[config.mk]
export PLATFORM = sky130hd
export DESIGN_NAME = sha256_pad_flat
export DESIGN_NICKNAME = d
export VERILOG_FILES = /design/src/rtl/sha256_pad_if.sv /design/src/rtl/sha256_pad.sv /design/src/flat_wrapper.sv
export SDC_FILE = /design/constraint.sdc
export NUM_CORES = 2
export LEC_CHECK = 0
export BUFFER_PORTS_ARGS = -buffer_cell sky130_fd_sc_hd__buf_2
export CAP_MARGIN = 10
export CORE_MARGIN = 1.5
export CORE_UTILIZATION = 57
export CTS_CLUSTER_DIAMETER = 40
export DETAILED_ROUTE_END_ITERATION = 10
export PLACE_DENSITY = 0.74
export SYNTH_ARGS = -nofsm -noshare
export SYNTH_HDL_FRONTEND = slang
export SYNTH_SLANG_ARGS = --single-unit
[constraint.sdc]
create_clock -name clk -period 6.1 [get_ports clk]
set_input_delay 0.305 -clock clk [delete_from_list [all_inputs] [get_ports clk]]
set_output_delay 0.305 -clock clk [all_outputs]
set_load 0.02 [all_outputs]
[src/rtl/sha256_pad_if.sv]
// Byte-in / word-out handshake bundle for the SHA-256 padding front end.
interface sha256_pad_if;
    logic        in_valid;
    logic [7:0]  in_data;
    logic        in_last;
    logic        in_ready;
    logic        out_valid;
    logic [31:0] out_word;
    logic        out_first;
    logic        out_last;
    logic        out_final;
    logic        out_ready;

    modport master (
        output in_valid, in_data, in_last, out_ready,
        input  in_ready, out_valid, out_word, out_first, out_last, out_final
    );

    modport slave (
        input  in_valid, in_data, in_last, out_ready,
        output in_ready, out_valid, out_word, out_first, out_last, out_final
    );
endinterface

[src/rtl/sha256_pad.sv]
// SHA-256 message padder: buffers bytes into 64-byte blocks, appends the
// 0x80 marker and 64-bit length, and streams 16 big-endian words per block.
module sha256_pad (
    input  logic        clk,
    input  logic        rst,
    sha256_pad_if.slave bus
);
    typedef enum logic [1:0] {ABSORB, PAD, EMIT, PAD2} state_t;
    typedef enum logic [1:0] {NONE, LEN, MARK} pend_t;

    state_t      state_q, state_d;
    pend_t       pend_q;
    logic [7:0]  blk [64];
    logic [7:0]  lenb [8];
    logic [6:0]  datalen_q;
    logic [63:0] bitlen_q;
    logic [3:0]  widx_q;
    logic        final_q;
    logic        take, give;

    assign take = bus.in_valid && bus.in_ready;
    assign give = bus.out_valid && bus.out_ready;

    assign bus.in_ready  = !rst && (state_q == ABSORB);
    assign bus.out_valid = !rst && (state_q == EMIT);
    assign bus.out_first = bus.out_valid && (widx_q == 4'd0);
    assign bus.out_last  = bus.out_valid && (widx_q == 4'd15);
    assign bus.out_final = bus.out_valid && final_q;
    assign bus.out_word  = bus.out_valid ?
        {blk[{widx_q, 2'd0}], blk[{widx_q, 2'd1}],
         blk[{widx_q, 2'd2}], blk[{widx_q, 2'd3}]} : 32'd0;

    always_comb begin
        for (int k = 0; k < 8; k++) begin
            lenb[k] = bitlen_q[63 - 8 * k -: 8];
        end
    end

    always_comb begin
        state_d = state_q;
        unique case (state_q)
            ABSORB: begin
                if (take && bus.in_last) state_d = PAD;
                else if (take && datalen_q == 7'd63) state_d = EMIT;
            end
            PAD:  state_d = EMIT;
            EMIT: begin
                if (give && widx_q == 4'd15)
                    state_d = (pend_q == NONE) ? ABSORB : PAD2;
            end
            PAD2: state_d = EMIT;
            default: state_d = ABSORB;
        endcase
    end

    always_ff @(posedge clk) begin
        if (rst) begin
            state_q   <= ABSORB;
            datalen_q <= '0;
            bitlen_q  <= '0;
            widx_q    <= '0;
            final_q   <= 1'b0;
            pend_q    <= NONE;
        end else begin
            state_q <= state_d;
            unique case (state_q)
                ABSORB: begin
                    if (take) begin
                        datalen_q <= datalen_q + 7'd1;
                        bitlen_q  <= bitlen_q + 64'd8;
                    end
                end
                PAD: begin
                    if (datalen_q[6]) pend_q <= MARK;
                    else if (datalen_q <= 7'd55) begin
                        final_q <= 1'b1;
                        pend_q  <= NONE;
                    end else pend_q <= LEN;
                end
                EMIT: begin
                    if (give) begin
                        widx_q <= widx_q + 4'd1;
                        if (widx_q == 4'd15 && pend_q == NONE) begin
                            datalen_q <= '0;
                            if (final_q) begin
                                bitlen_q <= '0;
                                final_q  <= 1'b0;
                            end
                        end
                    end
                end
                PAD2: begin
                    final_q <= 1'b1;
                    pend_q  <= NONE;
                end
                default: ;
            endcase
        end
    end

    // Data buffer needs no reset: every block is fully rewritten before use.
    always_ff @(posedge clk) begin
        unique case (state_q)
            ABSORB: begin
                if (take) blk[datalen_q[5:0]] <= bus.in_data;
            end
            PAD: begin
                if (!datalen_q[6]) begin
                    for (int i = 0; i < 64; i++) begin
                        if (7'(i) == datalen_q)
                            blk[i] <= 8'h80;
                        else if (7'(i) > datalen_q)
                            blk[i] <= (i >= 56 && datalen_q <= 7'd55) ?
                                      lenb[3'(i)] : 8'h00;
                    end
                end
            end
            PAD2: begin
                for (int i = 0; i < 64; i++) begin
                    if (i >= 56) blk[i] <= lenb[3'(i)];
                    else if (i == 0 && pend_q == MARK) blk[i] <= 8'h80;
                    else blk[i] <= 8'h00;
                end
            end
            default: ;
        endcase
    end
endmodule

[src/flat_wrapper.sv]
// flat-port wrapper written by rule: the top's interface ports become plain ports
module sha256_pad_flat 
  (clk, rst, bus_in_valid, bus_in_data, bus_in_last, bus_out_ready, bus_in_ready, bus_out_valid, bus_out_word, bus_out_first, bus_out_last, bus_out_final);
  sha256_pad_if bus_i ();
  input  logic clk;
  input  logic rst;
  input wire logic [$bits(bus_i.in_valid)-1:0] bus_in_valid;
  input wire logic [$bits(bus_i.in_data)-1:0] bus_in_data;
  input wire logic [$bits(bus_i.in_last)-1:0] bus_in_last;
  input wire logic [$bits(bus_i.out_ready)-1:0] bus_out_ready;
  output wire logic [$bits(bus_i.in_ready)-1:0] bus_in_ready;
  output wire logic [$bits(bus_i.out_valid)-1:0] bus_out_valid;
  output wire logic [$bits(bus_i.out_word)-1:0] bus_out_word;
  output wire logic [$bits(bus_i.out_first)-1:0] bus_out_first;
  output wire logic [$bits(bus_i.out_last)-1:0] bus_out_last;
  output wire logic [$bits(bus_i.out_final)-1:0] bus_out_final;
  assign bus_i.in_valid = bus_in_valid;
  assign bus_i.in_data = bus_in_data;
  assign bus_i.in_last = bus_in_last;
  assign bus_i.out_ready = bus_out_ready;
  assign bus_in_ready = bus_i.in_ready;
  assign bus_out_valid = bus_i.out_valid;
  assign bus_out_word = bus_i.out_word;
  assign bus_out_first = bus_i.out_first;
  assign bus_out_last = bus_i.out_last;
  assign bus_out_final = bus_i.out_final;
  sha256_pad u_core (.clk(clk), .rst(rst), .bus(bus_i));
endmodule
=== Yosys cells after proc, flatten, opt, wreduce, memory -nomap -nowiden ===
Memories as Yosys holds them, arrays and structs flattened. A register that Yosys moved wholly into a read port is not among the register bits.
Index checks and enable logic that the tools add are counted.

* Bits in registers: 80
* Bits in latches: 0
* Output and inout port bits: 37
* RAM bits: 512
* Input bits: 13
* Memory bits (read-only): 0
* Memories: 1
* Word-level logic and storage cells: 1,062

* Mux-type cells: 755
* Add/sub/neg operators: 3
* Equality and inequality tests: 77
* Order comparisons: 65
* Divide/modulo/power cells: 0
* Bitwise gates (word level): 129
* Reduce and logical (&&, ||, !) cells: 26
* Shift-type cells: 0
* Multipliers: 0

{| class="wikitable"
|+ Memory list
! name !! depth !! width !! read ports !! clocked after Yosys merged registers in !! write ports !! line !! source
|-
| u_core.blk || 64 || 8 || 4 || 4 || 64 || sha256_pad.sv:13 || <nowiki>logic [7:0] blk [64];</nowiki>
|}

{| class="wikitable"
|+ Operators with widths
! kind !! number
|-
| $mux W8 || 135
|-
| $mux W1 || 593
|-
| $mux W64 || 4
|-
| $eq A6 B7 Y1 const A || 32
|-
| $gt A6 B7 Y1 const A || 32
|-
| $or A1 B1 Y1 || 129
|-
| $pmux W64 S2 || 1
|-
| $eq A5 B7 Y1 const A || 16
|-
| $gt A5 B7 Y1 const A || 16
|-
| $add A64 B4 Y64 const B || 1
|-
| $eq A4 B7 Y1 const A || 8
|-
| $gt A4 B7 Y1 const A || 8
|-
| $mux W6 || 9
|-
| $mux W32 || 1
|-
| $eq A3 B7 Y1 const A || 4
|-
| $gt A3 B7 Y1 const A || 4
|-
| $mux W7 || 3
|-
| $eq A2 B7 Y1 const A || 2
|-
| $gt A1 B7 Y1 const A || 2
|-
| $gt A2 B7 Y1 const A || 2
|-
| $pmux W7 S2 || 1
|-
| $logic_and A1 B1 Y1 || 11
|-
| $mux W2 || 5
|-
| $reduce_and A5 Y1 || 2
|-
| other kinds (24) || 34
|}

=== Logic depth before layout (Yosys ltp) ===
* Depth after elaboration: 11
* Mapped depth: 9
* Depth with buffers taken out: 7

=== Least setup slack after synthesis ===
OpenSTA, ideal clock, no wires.

* Kind: register -> output
* From: reg with a tool-made name
* To: out bus_out_word[0]
* Stages on the path, launching flop included: 6
* Required time: 5.795 ns
* Path buffers: 2
* Slack: 3.479 ns
* Arrival time: 2.316 ns
* Cell sequence: dfxtp_1 > buf_2 > buf_1 > mux4_2 > mux4_2 > and2_1

{| class="wikitable"
|+ RTL lines
! item !! line !! source
|-
| end, declared || flat_wrapper.sv:13 || <nowiki>output wire logic [$bits(bus_i.out_word)-1:0] bus_out_word;</nowiki>
|}

==> metrics <==
Die Height 226.2 um; vias per inst 6.768; #FFs+latches synth around 590; clock slew at reported path FFs about 0.050 ns; R2R Setup Slk between 2 and 2.5 ns; synth warn 0; Leakage Power about 11 nW; post_cts resized 0; Hold Path Class in2reg; Worst slew margin between 10% and 20%; worst skew pair latency ~0.64 ns; syn_nets about 3.2k; DRC 0; Met3 Wirelength ~11,000 um; Layout fillers 3,906; vias in the first global route around 25k; Post-synth EDFFs 67; FP Rows between 80 and 90; CTS Buf Count 89; Critical Path End bus_out_word[12]; synth cell count leaders nand2_1 (613), dfxtp_1 (526), a21oi_1 (439); total design power between 9 and 10 mW; Slew @ Worst Pin 1.195 ns; CTS tree yes; Initial Util between 50% and 60%; Layout Nets 3,142; critical-path maximum fanout 60; CTS HTree Levels 3; leading area contributor after synthesis dfxtp_1; r2r startpoint u_core.state_q[0]; Critical Path RT just under 6 ns; area of the multi-input gates 14,880 sq um; Tmin final between 4 and 5 ns; count leader, synth nand2_1; post-route ant nets 0; Slew Limit Fails 0; DR pass1 iterations 6; io pins 50; full die area about 51,000 sq um; Min Hold Slack between 0.09 and 0.1 ns; TNS Setup 0 ns; sequential area share after synthesis between 40% and 50%; Max Buffers Root-to-Sink 3; largest net degree at the start of global routing 66; global-route wire length before repair about 150,000 um; post-CTS setup buffers 0; Root Buffer clkbuf_16; Max Cap Viol 0; CP startpoint kind flip-flop; maximum clock skew at final layout 0.02077 ns; drt first-iter violations ~3.6k; gr ovfl total 0; final period utilization 66.77%; Core Util, Final between 60% and 70%; Clock Sinks between 500 and 600; met1 wire length 36,540 um; worst r2r dst u_core.blk[4][7]; WL per Instance 25.06 um; ys async rst share 0%; initial antenna violation count 6; type of the worst setup path reg2out; layout cell share with drive strength beyond 1 15.20%; gpl congestion around 1.0; Synth top area share between 30 and 40%; unrepaired setup endpoints after global routing no; Main synth FF type dfxtp_1; reg2reg path depth 6; Power Density 309.9 nW/um^2; final hold vios 0; arrival time at the worst endpoint roughly 3.8 ns; die span in x about 230 um; fmax 245.5 MHz; Setup-failing EPs final 0; WL final between 90,000 and 100,000 um; top cells by area, synth dfxtp_1 (37%), mux4_2 (13%), nand2_1 (8.1%); Mapped Cells approximately 3.2k; synthesized area per cell between 8 and 9 sq um; Port Buffer Count 49; outcome finished, final reports clean; DR WL met2 44,070 um; Via Count 26.15k; Area Overhead vs Synth 13.25%; total track usage 37.89%; Yosys cell types 76; Core Area about 49,000 sq um; Storage cell area about 13,000 sq um; Crit. End Element primary output; DP HPWL between 60,000 and 70,000 um; VDD IR max between 200 and 250 uV; Mapped Area between 20,000 and 30,000 sq um; top sig layer met5
==> worst min path at each step <==
stage                            startpoint                   to  slack (ns)  depth (start not counted)
after floorplan                   flip-flop            flip-flop        0.43                          2
after global placement    u_core.blk[11][3]    u_core.blk[11][3]        0.44                          2
after detailed placement   u_core.blk[9][0]     u_core.blk[9][0]        0.44                          2
after CTS                               rst     u_core.widx_q[0]        0.07                          2
after global routing                    rst  u_core.datalen_q[2]        0.12                          2
final                                   rst     u_core.widx_q[0]         0.1                          2
==> cells in the final DEF (no fill, tap or decap), types with 8 or more instances in the layout <==
cell,n
a21oi_1,439
or2_2,22
xor2_1,18
dfxtp_1,521
inv_1,16
nor3_1,27
buf_4,47
or3_1,27
inv_6,8
a21o_1,10
nand3b_1,16
clkbuf_16,91
o31ai_1,21
nand3_1,170
clkinvlp_4,11
o21a_1,10
a22o_1,37
or4_1,17
o21ai_1,16
a31oi_1,10
and2_1,46
clkbuf_1,10
nor2_2,12
mux4_2,160
o21ai_0,232
bufinv_16,12
a22oi_1,12
nand2b_1,18
edfxtp_1,67
nand2_1,612
mux2i_1,50
and3_1,14
nor2_1,166
nor4_1,12
clkinv_2,12
buf_2,49
nand4_1,37
==> critical path, stage by stage (launching register included) <==
cell     delay (ns)
dfxtp_4        1.06
buf_4          0.57
mux4_2         0.58
mux4_2         0.49
and2_1         0.18
buf_2          0.15
==> power by group <==
group	switching, mW	leakage [nW]	internal [mW]	total (mW)
registers	0.0450	4.86	4.01	4.05
clock network	2.00	1.51	3.35	5.34
logic	0.391	4.51	0.179	0.570
==> what timing repair did <==
action | 4_1_cts | 5_1_grt
endpoints found under the hold margin | 1 | 0
endpoints found under the setup margin | 0 | 0
hold buffers | 1 | 0
==> stage by stage <==
step | instance area (sq um) | std cells | worst slack (ns)
after floorplan | 28400 | 3177 | 3.479
after global placement | 28970 | 3692 | 2.413
after detailed placement | 29000 | 3693 | 2.193
after CTS | 32140 | 3861 | 2.007
after global routing | 32160 | 3862 | 1.802
final | 32160 | 3863 | 2.027
==> routing by layer <==
layer / vias to the layer above / GRT usage (%)
met2: 1729 / 59.05
met3: 377 / 8.821
met5: - / 0
met1: 12650 / 48.67
li1: 11380 / -
met4: 10 / 21.05
==> cell families after synthesis <==
kind of cell | count (synthesis) | share of synthesized area, %
AO/OA/AOI/OAI | 841 | 16.61
XOR/XNOR | 24 | 0.7401
adder cells (fa/ha/maj) | 7 | 0.3084
buffers and inverters | 264 | 3.617
flip-flops | 593 | 44.16
multiplexers | 210 | 14.45
AND/OR/NAND/NOR | 1238 | 20.12
==> cell type report <==
cell class | instances | area share (%)
Multi-Input combinational cell | 2320 | 46.25
Sequential cell | 593 | 39.03
Clock buffer | 106 | 7.410
Tap cell | 664 | 2.583
Clock inverter | 61 | 2.338
Timing Repair Buffer | 102 | 2.198
Inverter | 16 | 0.1867
Antenna cell | 1 | 0.007780
Power figures use the tool's default switching activity.
